[src/rtl/pipeline_pkg.sv]
// Shared fetch-pipeline definitions: redirect FSM encoding, reset vector
// default, instruction size and target alignment helper.
package pipeline_pkg;

   localparam logic [31:0] RESET_VECTOR_DEFAULT = 32'h0000_0000;
   localparam logic [31:0] INSTR_BYTES          = 32'd4;

   // Redirect FSM encoding
   typedef logic [0:0] state_t;
   localparam state_t RUN     = 1'b0;
   localparam state_t PENDING = 1'b1;

   // Force a fetch target onto a word boundary
   function automatic logic [31:0] align_word(input logic [31:0] addr);
      return {addr[31:2], 2'b00};
   endfunction

endpackage

[src/rtl/pc_redirect_ctrl_counter.sv]
// Free-running wrap counter of applied redirects, synchronous clear.
module redirect_counter #(
   parameter int unsigned CNT_WIDTH = 16
) (
   input  logic                 clk,
   input  logic                 clr,
   input  logic                 en,
   output logic [CNT_WIDTH-1:0] count
);

   localparam logic [CNT_WIDTH-1:0] ONE = {{(CNT_WIDTH-1){1'b0}}, 1'b1};

   // Clear wins; otherwise count up and wrap naturally
   always_ff @(posedge clk) begin
      if (clr)
         count <= '0;
      else if (en)
         count <= count + ONE;
   end

endmodule

[src/rtl/pc_redirect_ctrl.sv]
// Program counter owner: applies EX-stage redirects to fetch, flushes
// wrong-path IF/ID and ID/EX contents, and defers a redirect while the
// instruction memory is still busy with the current fetch.
module pc_redirect_ctrl
   import pipeline_pkg::*;
#(
   parameter logic [31:0] RESET_VECTOR = RESET_VECTOR_DEFAULT,
   parameter int unsigned CNT_WIDTH    = 16
) (
   input  logic                 CLK,
   input  logic                 RESET,
   input  logic                 BRANCH_TAKEN,
   input  logic [31:0]          BRANCH_TARGET,
   input  logic                 STALL,
   input  logic                 IMEM_BUSYWAIT,
   output logic [31:0]          PC,
   output logic [31:0]          PC_PLUS_4,
   output logic                 IMEM_READ,
   output logic                 FLUSH_IF_ID,
   output logic                 FLUSH_ID_EX,
   output logic                 TARGET_MISALIGNED,
   output logic [CNT_WIDTH-1:0] REDIRECT_COUNT
);

   state_t      state_q;
   logic [31:0] pc_q;
   logic [31:0] pend_q;
   logic        misal_q;
   logic [31:0] tgt_aligned;
   logic        apply_redirect;
   logic        flush;

   assign tgt_aligned = align_word(BRANCH_TARGET);
   assign PC          = pc_q;
   assign PC_PLUS_4   = pc_q + INSTR_BYTES;

   // Fetch request, flush and redirect-apply decode for the current cycle
   always_comb begin
      IMEM_READ      = 1'b0;
      flush          = 1'b0;
      apply_redirect = 1'b0;
      if (!RESET) begin
         IMEM_READ = 1'b1;
         if (state_q == PENDING) begin
            // Whatever returns from the in-flight fetch is wrong-path
            flush          = 1'b1;
            apply_redirect = !IMEM_BUSYWAIT;
         end else begin
            flush          = BRANCH_TAKEN;
            apply_redirect = BRANCH_TAKEN && !IMEM_BUSYWAIT;
         end
      end
   end

   assign FLUSH_IF_ID       = flush;
   assign FLUSH_ID_EX       = flush;
   assign TARGET_MISALIGNED = misal_q;

   // PC, pending target and FSM; a taken branch beats a stall since it is older
   always_ff @(posedge CLK) begin
      if (RESET) begin
         pc_q    <= RESET_VECTOR;
         pend_q  <= '0;
         state_q <= RUN;
         misal_q <= 1'b0;
      end else begin
         misal_q <= BRANCH_TAKEN && (BRANCH_TARGET[1:0] != 2'b00);
         if (state_q == RUN) begin
            if (BRANCH_TAKEN) begin
               if (IMEM_BUSYWAIT) begin
                  pend_q  <= tgt_aligned;
                  state_q <= PENDING;
               end else begin
                  pc_q <= tgt_aligned;
               end
            end else if (!IMEM_BUSYWAIT && !STALL) begin
               pc_q <= pc_q + INSTR_BYTES;
            end
         end else begin
            // A fresh branch here replaces the older pending target
            if (BRANCH_TAKEN)
               pend_q <= tgt_aligned;
            if (!IMEM_BUSYWAIT) begin
               pc_q    <= BRANCH_TAKEN ? tgt_aligned : pend_q;
               state_q <= RUN;
            end
         end
      end
   end

   redirect_counter #(
      .CNT_WIDTH (CNT_WIDTH)
   ) u_redirect_counter (
      .clk   (CLK),
      .clr   (RESET),
      .en    (apply_redirect),
      .count (REDIRECT_COUNT)
   );

endmodule

[config.mk]
export PLATFORM = sky130hd
export DESIGN_NAME = pc_redirect_ctrl
export DESIGN_NICKNAME = d
export VERILOG_FILES = /design/src/rtl/pipeline_pkg.sv /design/src/rtl/pc_redirect_ctrl_counter.sv /design/src/rtl/pc_redirect_ctrl.sv
export SDC_FILE = /design/constraint.sdc
export NUM_CORES = 1
export LEC_CHECK = 0
export BUFFER_PORTS_ARGS = -buffer_cell sky130_fd_sc_hd__buf_2
export CORE_MARGIN = 2
export CORE_UTILIZATION = 35
export CTS_CLUSTER_SIZE = 8
export DETAILED_ROUTE_END_ITERATION = 12
export HOLD_SLACK_MARGIN = 0.03
export PLACE_DENSITY = 0.61
export SETUP_SLACK_MARGIN = 0.4
export SYNTH_ARGS = -nofsm -noshare
export SYNTH_HDL_FRONTEND = slang
export SYNTH_SLANG_ARGS = --single-unit
[constraint.sdc]
create_clock -name CLK -period 5.2 [get_ports CLK]
set_input_delay 0.52 -clock CLK [delete_from_list [all_inputs] [get_ports CLK]]
set_output_delay 0.52 -clock CLK [all_outputs]
set_load 0.01 [all_outputs]
# Word-level counts from Yosys, hierarchy flattened

Cells that the tools add are included.

$add $sub $neg: 2
Multipliers: 0
Div/mod/pow operators: 0
Order comparisons: 0
Equality and inequality tests: 2
Shift-type cells: 0
Mux-type cells: 17
Bitwise logic cells: 0
Reductions and logical operators: 11

Operators by type and width:

| operator                                                        | number |
|---|---|
| 32-bit two-way mux                                              | 9 |
| 32-bit by 3-bit adder with 32-bit output, second input constant | 1 |
| 16-bit by 1-bit adder with 16-bit output, second input constant | 1 |
| 1-bit two-way mux                                               | 8 |
| 2-bit nonzero test                                              | 3 |
| 2-bit inequality test, second input constant                    | 2 |
| 1-bit logical AND                                               | 3 |
| 3-bit AND reduction                                             | 1 |
| 3-bit nonzero test                                              | 1 |
| 1-bit zero test                                                 | 2 |
| 2-bit AND reduction                                             | 1 |

Register bits after elaboration: 82
Bits in latches: 0
Memory bits (writable): 0
Memory bits (read-only): 0
Input bits: 37
Output and inout port bits: 84
Logic and storage cells: 37
Memories kept: 0

# Depth between registers and ports, before layout

Depth after elaboration: 5
Depth in mapped cells: 7

# Hierarchy

Synthesis repeated with hierarchy kept, for this count alone.

Cells, all modules: 610
Area, all modules: 4,560.6 um2

Modules (own cells, without submodules):

| module           | instances | cells an instance | area an instance (um2) | sequential area each (um2) |
|---|---|---|---|---|
| pc_redirect_ctrl | 1         | 527               | 3,803.6                | 1,321.3 |
| redirect_counter | 1         | 83                | 757.0                  | 320.3 |

# Least setup slack after synthesis

Ideal clock, no wire load.

Kind: register -> output
Start point: register pc_q[11], in the netlist PC[11]
End point: output PC_PLUS_4[22]
Arrival time: 1.861 ns
Slack: 2.819 ns
Stages on the path, launching flop included: 7
Path buffers: 1
Path through: dfxtp_1 -> buf_2 -> and4_2 -> nand2_1 -> nor4_1 -> nand3_1 -> xnor2_1

Word-level cells in the longest chain between the ends: 1

Ends and longest elaborated chain:

| what                                     | RTL line               | text |
|---|---|---|
| from (decl)                              | pc_redirect_ctrl.sv:26 | `logic [31:0] pc_q;` |
| from (signal assigned)                   | pc_redirect_ctrl.sv:74 | `pc_q <= tgt_aligned;` |
| from (signal assigned)                   | pc_redirect_ctrl.sv:77 | `pc_q <= pc_q + INSTR_BYTES;` |
| from (signal assigned)                   | pc_redirect_ctrl.sv:84 | `pc_q <= BRANCH_TAKEN ? tgt_aligned : pend_q;` |
| 32-bit by 3-bit adder with 32-bit output | pc_redirect_ctrl.sv:35 | `assign PC_PLUS_4 = pc_q + INSTR_BYTES;` |
| to (decl)                                | pc_redirect_ctrl.sv:17 | `output logic [31:0] PC_PLUS_4,` |

Every way passes these cells.

# Final worst setup path

Ends and elaborated chain as after synthesis.

==> results.sh <==
export IMPL_setup_viol_count_final=0
export IMPL_p_leak_nw=2.19
export IMPL_root_buffer="clkbuf_16"
export IMPL_cts_buffers=9
export IMPL_hold_slack_ns=0.423
export IMPL_required_ns=4.68
export IMPL_async_flop_share_pct=0
export IMPL_tightest_slew_ns=1.00
export IMPL_ioPinCount=121
export IMPL_placementRows=41
export IMPL_synthTopCellsByArea="dfxtp_1 (36%), nand2_1 (9.4%), a21oi_1 (6.3%)"
export IMPL_overflow=0
export IMPL_cts_clk_slew_worst_paths_ns=0.06
export IMPL_dieWidth_um=118
export IMPL_hold_viol=0
export IMPL_htree_levels=3
export IMPL_ir_drop_mv=0.149
export IMPL_critPathLaunchType="register"
export IMPL_netlist_instances=604
export IMPL_stdcell_count=872
export IMPL_synth_main_ff_cell="dfxtp_1"
export IMPL_critical_path_class="register to output pin"
export IMPL_diodes=0
export IMPL_yosys_area_top_type="dfxtp_1"
export IMPL_grt_pass1_wl_um=23600
export IMPL_port_buffers=120
export IMPL_cts_tree="yes"
export IMPL_ctsResizeCount=0
export IMPL_yosysSeqAreaShare_pct=36.3
export IMPL_synth_area_um2=4520
export IMPL_slew_limit_headroom_pct=32.7
export IMPL_antenna_found_initial=0
export IMPL_core_area_um2=12600
export IMPL_slew_violations=0
export IMPL_drc=0
export IMPL_track_usage_pct=21.3
export IMPL_wl_per_cell_um=17.0
export IMPL_syn2layout_area_growth_pct=21.1
export IMPL_placedCellCount=858
export IMPL_post_cts_buffers=0
export IMPL_hold_path_class="input pin to register"
export IMPL_slowest_stage="nor4_1"
export IMPL_worst_path_largest_cell_delay_ns=0.89
export IMPL_yosysTopAreaCellShare_pct=36.3
export IMPL_ys_ff_latch=82
export IMPL_rsz0062_at_grt="no"
export IMPL_pre_cts_slack_ns=2.31
export IMPL_ant_nets=0
export IMPL_final_util_pct=43.4
export IMPL_max_freq_mhz=303
export IMPL_clock_latency_ns=0.34
export IMPL_globalplace_congestion=0.988
export IMPL_drive_gt1_share_pct=21.7
export IMPL_fin_area_um2=5480
export IMPL_yosysMostFrequentCell="nand2_1"
export IMPL_grt_pass1_vias=4463
export IMPL_synth_edf_count=0
export IMPL_reg2reg_slack_ns=2.64
export IMPL_powerDensity_nw_per_um2=272
export IMPL_ys_types=58
export IMPL_die_area_um2=13900
export IMPL_ys_warnings_count=0
export IMPL_drt_pass1_iterations=7
export IMPL_post_synth_cell_area_avg_um2=7.49
export IMPL_num_vias=4857
export IMPL_cts_sinks=82
export IMPL_use_met1_pct=28.3
export IMPL_fin_crit_sh_pct=63.5
export IMPL_synthTopCellsByCount="nand2_1 (113), dfxtp_1 (82), a21oi_1 (57)"
export IMPL_start_util_pct=35.9
export IMPL_use_met2_pct=33.5
export IMPL_place_area_um2=5220
export IMPL_cts_hold_buf=0
export IMPL_worst_setup_path_end_kind="output pin"
export IMPL_wl_um=14800
export IMPL_post_route_worst_setup_slack_ns=1.90
export IMPL_tns_ns=0
export IMPL_status="finished clean"
export IMPL_path_cells="and4_2, nand2_1, nor4_1, nand3_1, xnor2_1, buf_2"
export IMPL_cap_viol_max_count=0
export IMPL_syn_nets=643
export IMPL_fill_cells=1353
export IMPL_period_needed_ns=3.30
export IMPL_clockBufferDepth=2
export IMPL_skew_ns=0.00646
export IMPL_drt_iter0_drc=336
export IMPL_viasPerCell=5.57
export IMPL_busiest_layer="met2"
export IMPL_power_mw=1.49
export IMPL_layout_nets=736
export IMPL_cp_arrival_ns=2.78
export IMPL_die_h_um=118
export IMPL_crit_family="simple AND/OR/NAND/NOR gates"
export IMPL_grt_util_met3_pct=4.89
export IMPL_critPathMaxFanout=9
export IMPL_dp_hpwl_um=10700
export IMPL_path_buf_inv=1
export IMPL_grt_max_degree=76
[final timing paths]
check | endpoint | cells past startpoint | start
max | PC_PLUS_4[22] | 6 | PC[11]
min | pend_q[7] | 3 | BRANCH_TARGET[7]
max reg2reg | PC[30] | 6 | PC[2]
min reg2reg | pend_q[7] | 2 | pend_q[7]
[registers in the layout (all words and copies together) (netlist names)]
name	count
u_redirect_counter.count	16
TARGET_MISALIGNED	1
PC	32
state_q	1
pend_q	32
[report_power, final]
part	total, mW	internal (mW)	leakage, nW	switching (mW)
Combinational	0.215	0.0817	1.39	0.133
Sequential	0.694	0.657	0.669	0.0370
Clock	0.580	0.329	0.127	0.251
Total	1.49	1.07	2.19	0.421
[logic make-up after synthesis]
| family | after synthesis | share of synthesized area (%) |
|---|---|---|
| compound gates | 155 | 21.5 |
| flops | 82 | 36.3 |
| buf+inv | 63 | 5.61 |
| fa+ha+maj | 2 | 0.553 |
| mux | 5 | 1.13 |
| xor+xnor | 43 | 8.32 |
| simple gates | 254 | 26.6 |
[per-layer routing]
layer | share of wire [%] | routed length [µm]
met1 | 45 | 6600
met2 | 46 | 6750
met3 | 7.6 | 1120
met4 | 2.4 | 354
met5 | 0 | 0
[tightest hold or removal path, delay by kind of cell]
family,cells,cell delay (ns)
AO/OA/AOI/OAI,1,0.05
buffers and inverters,1,0.10
AND/OR/NAND/NOR,1,0.05
[placed cells by master, fill, tap and decap left out, drive strengths merged, types with 9 or more instances in the layout]
cell type and instances:
buf 129, nand2 113, dfxtp 82, a21oi 57, nor2 37, o21ai 37, nand3 31, xnor2 28
nor4 16, inv 15, xor2 15, and3 13, nor3 13, clkbuf 11, o211ai 9, nand4 9
[final cells by class]
class	count	area (µm²)	area share [%]
Clock buffer	11	243	4.43
Clock inverter	3	17.5	0.320
Inverter	16	60.1	1.10
Multi-Input combinational cell	459	2640	48.1
Sequential cell	82	1640	30.0
Tap cell	172	215	3.93
Timing Repair Buffer	129	668	12.2
No activity file was read; power rests on OpenSTA's default activity.
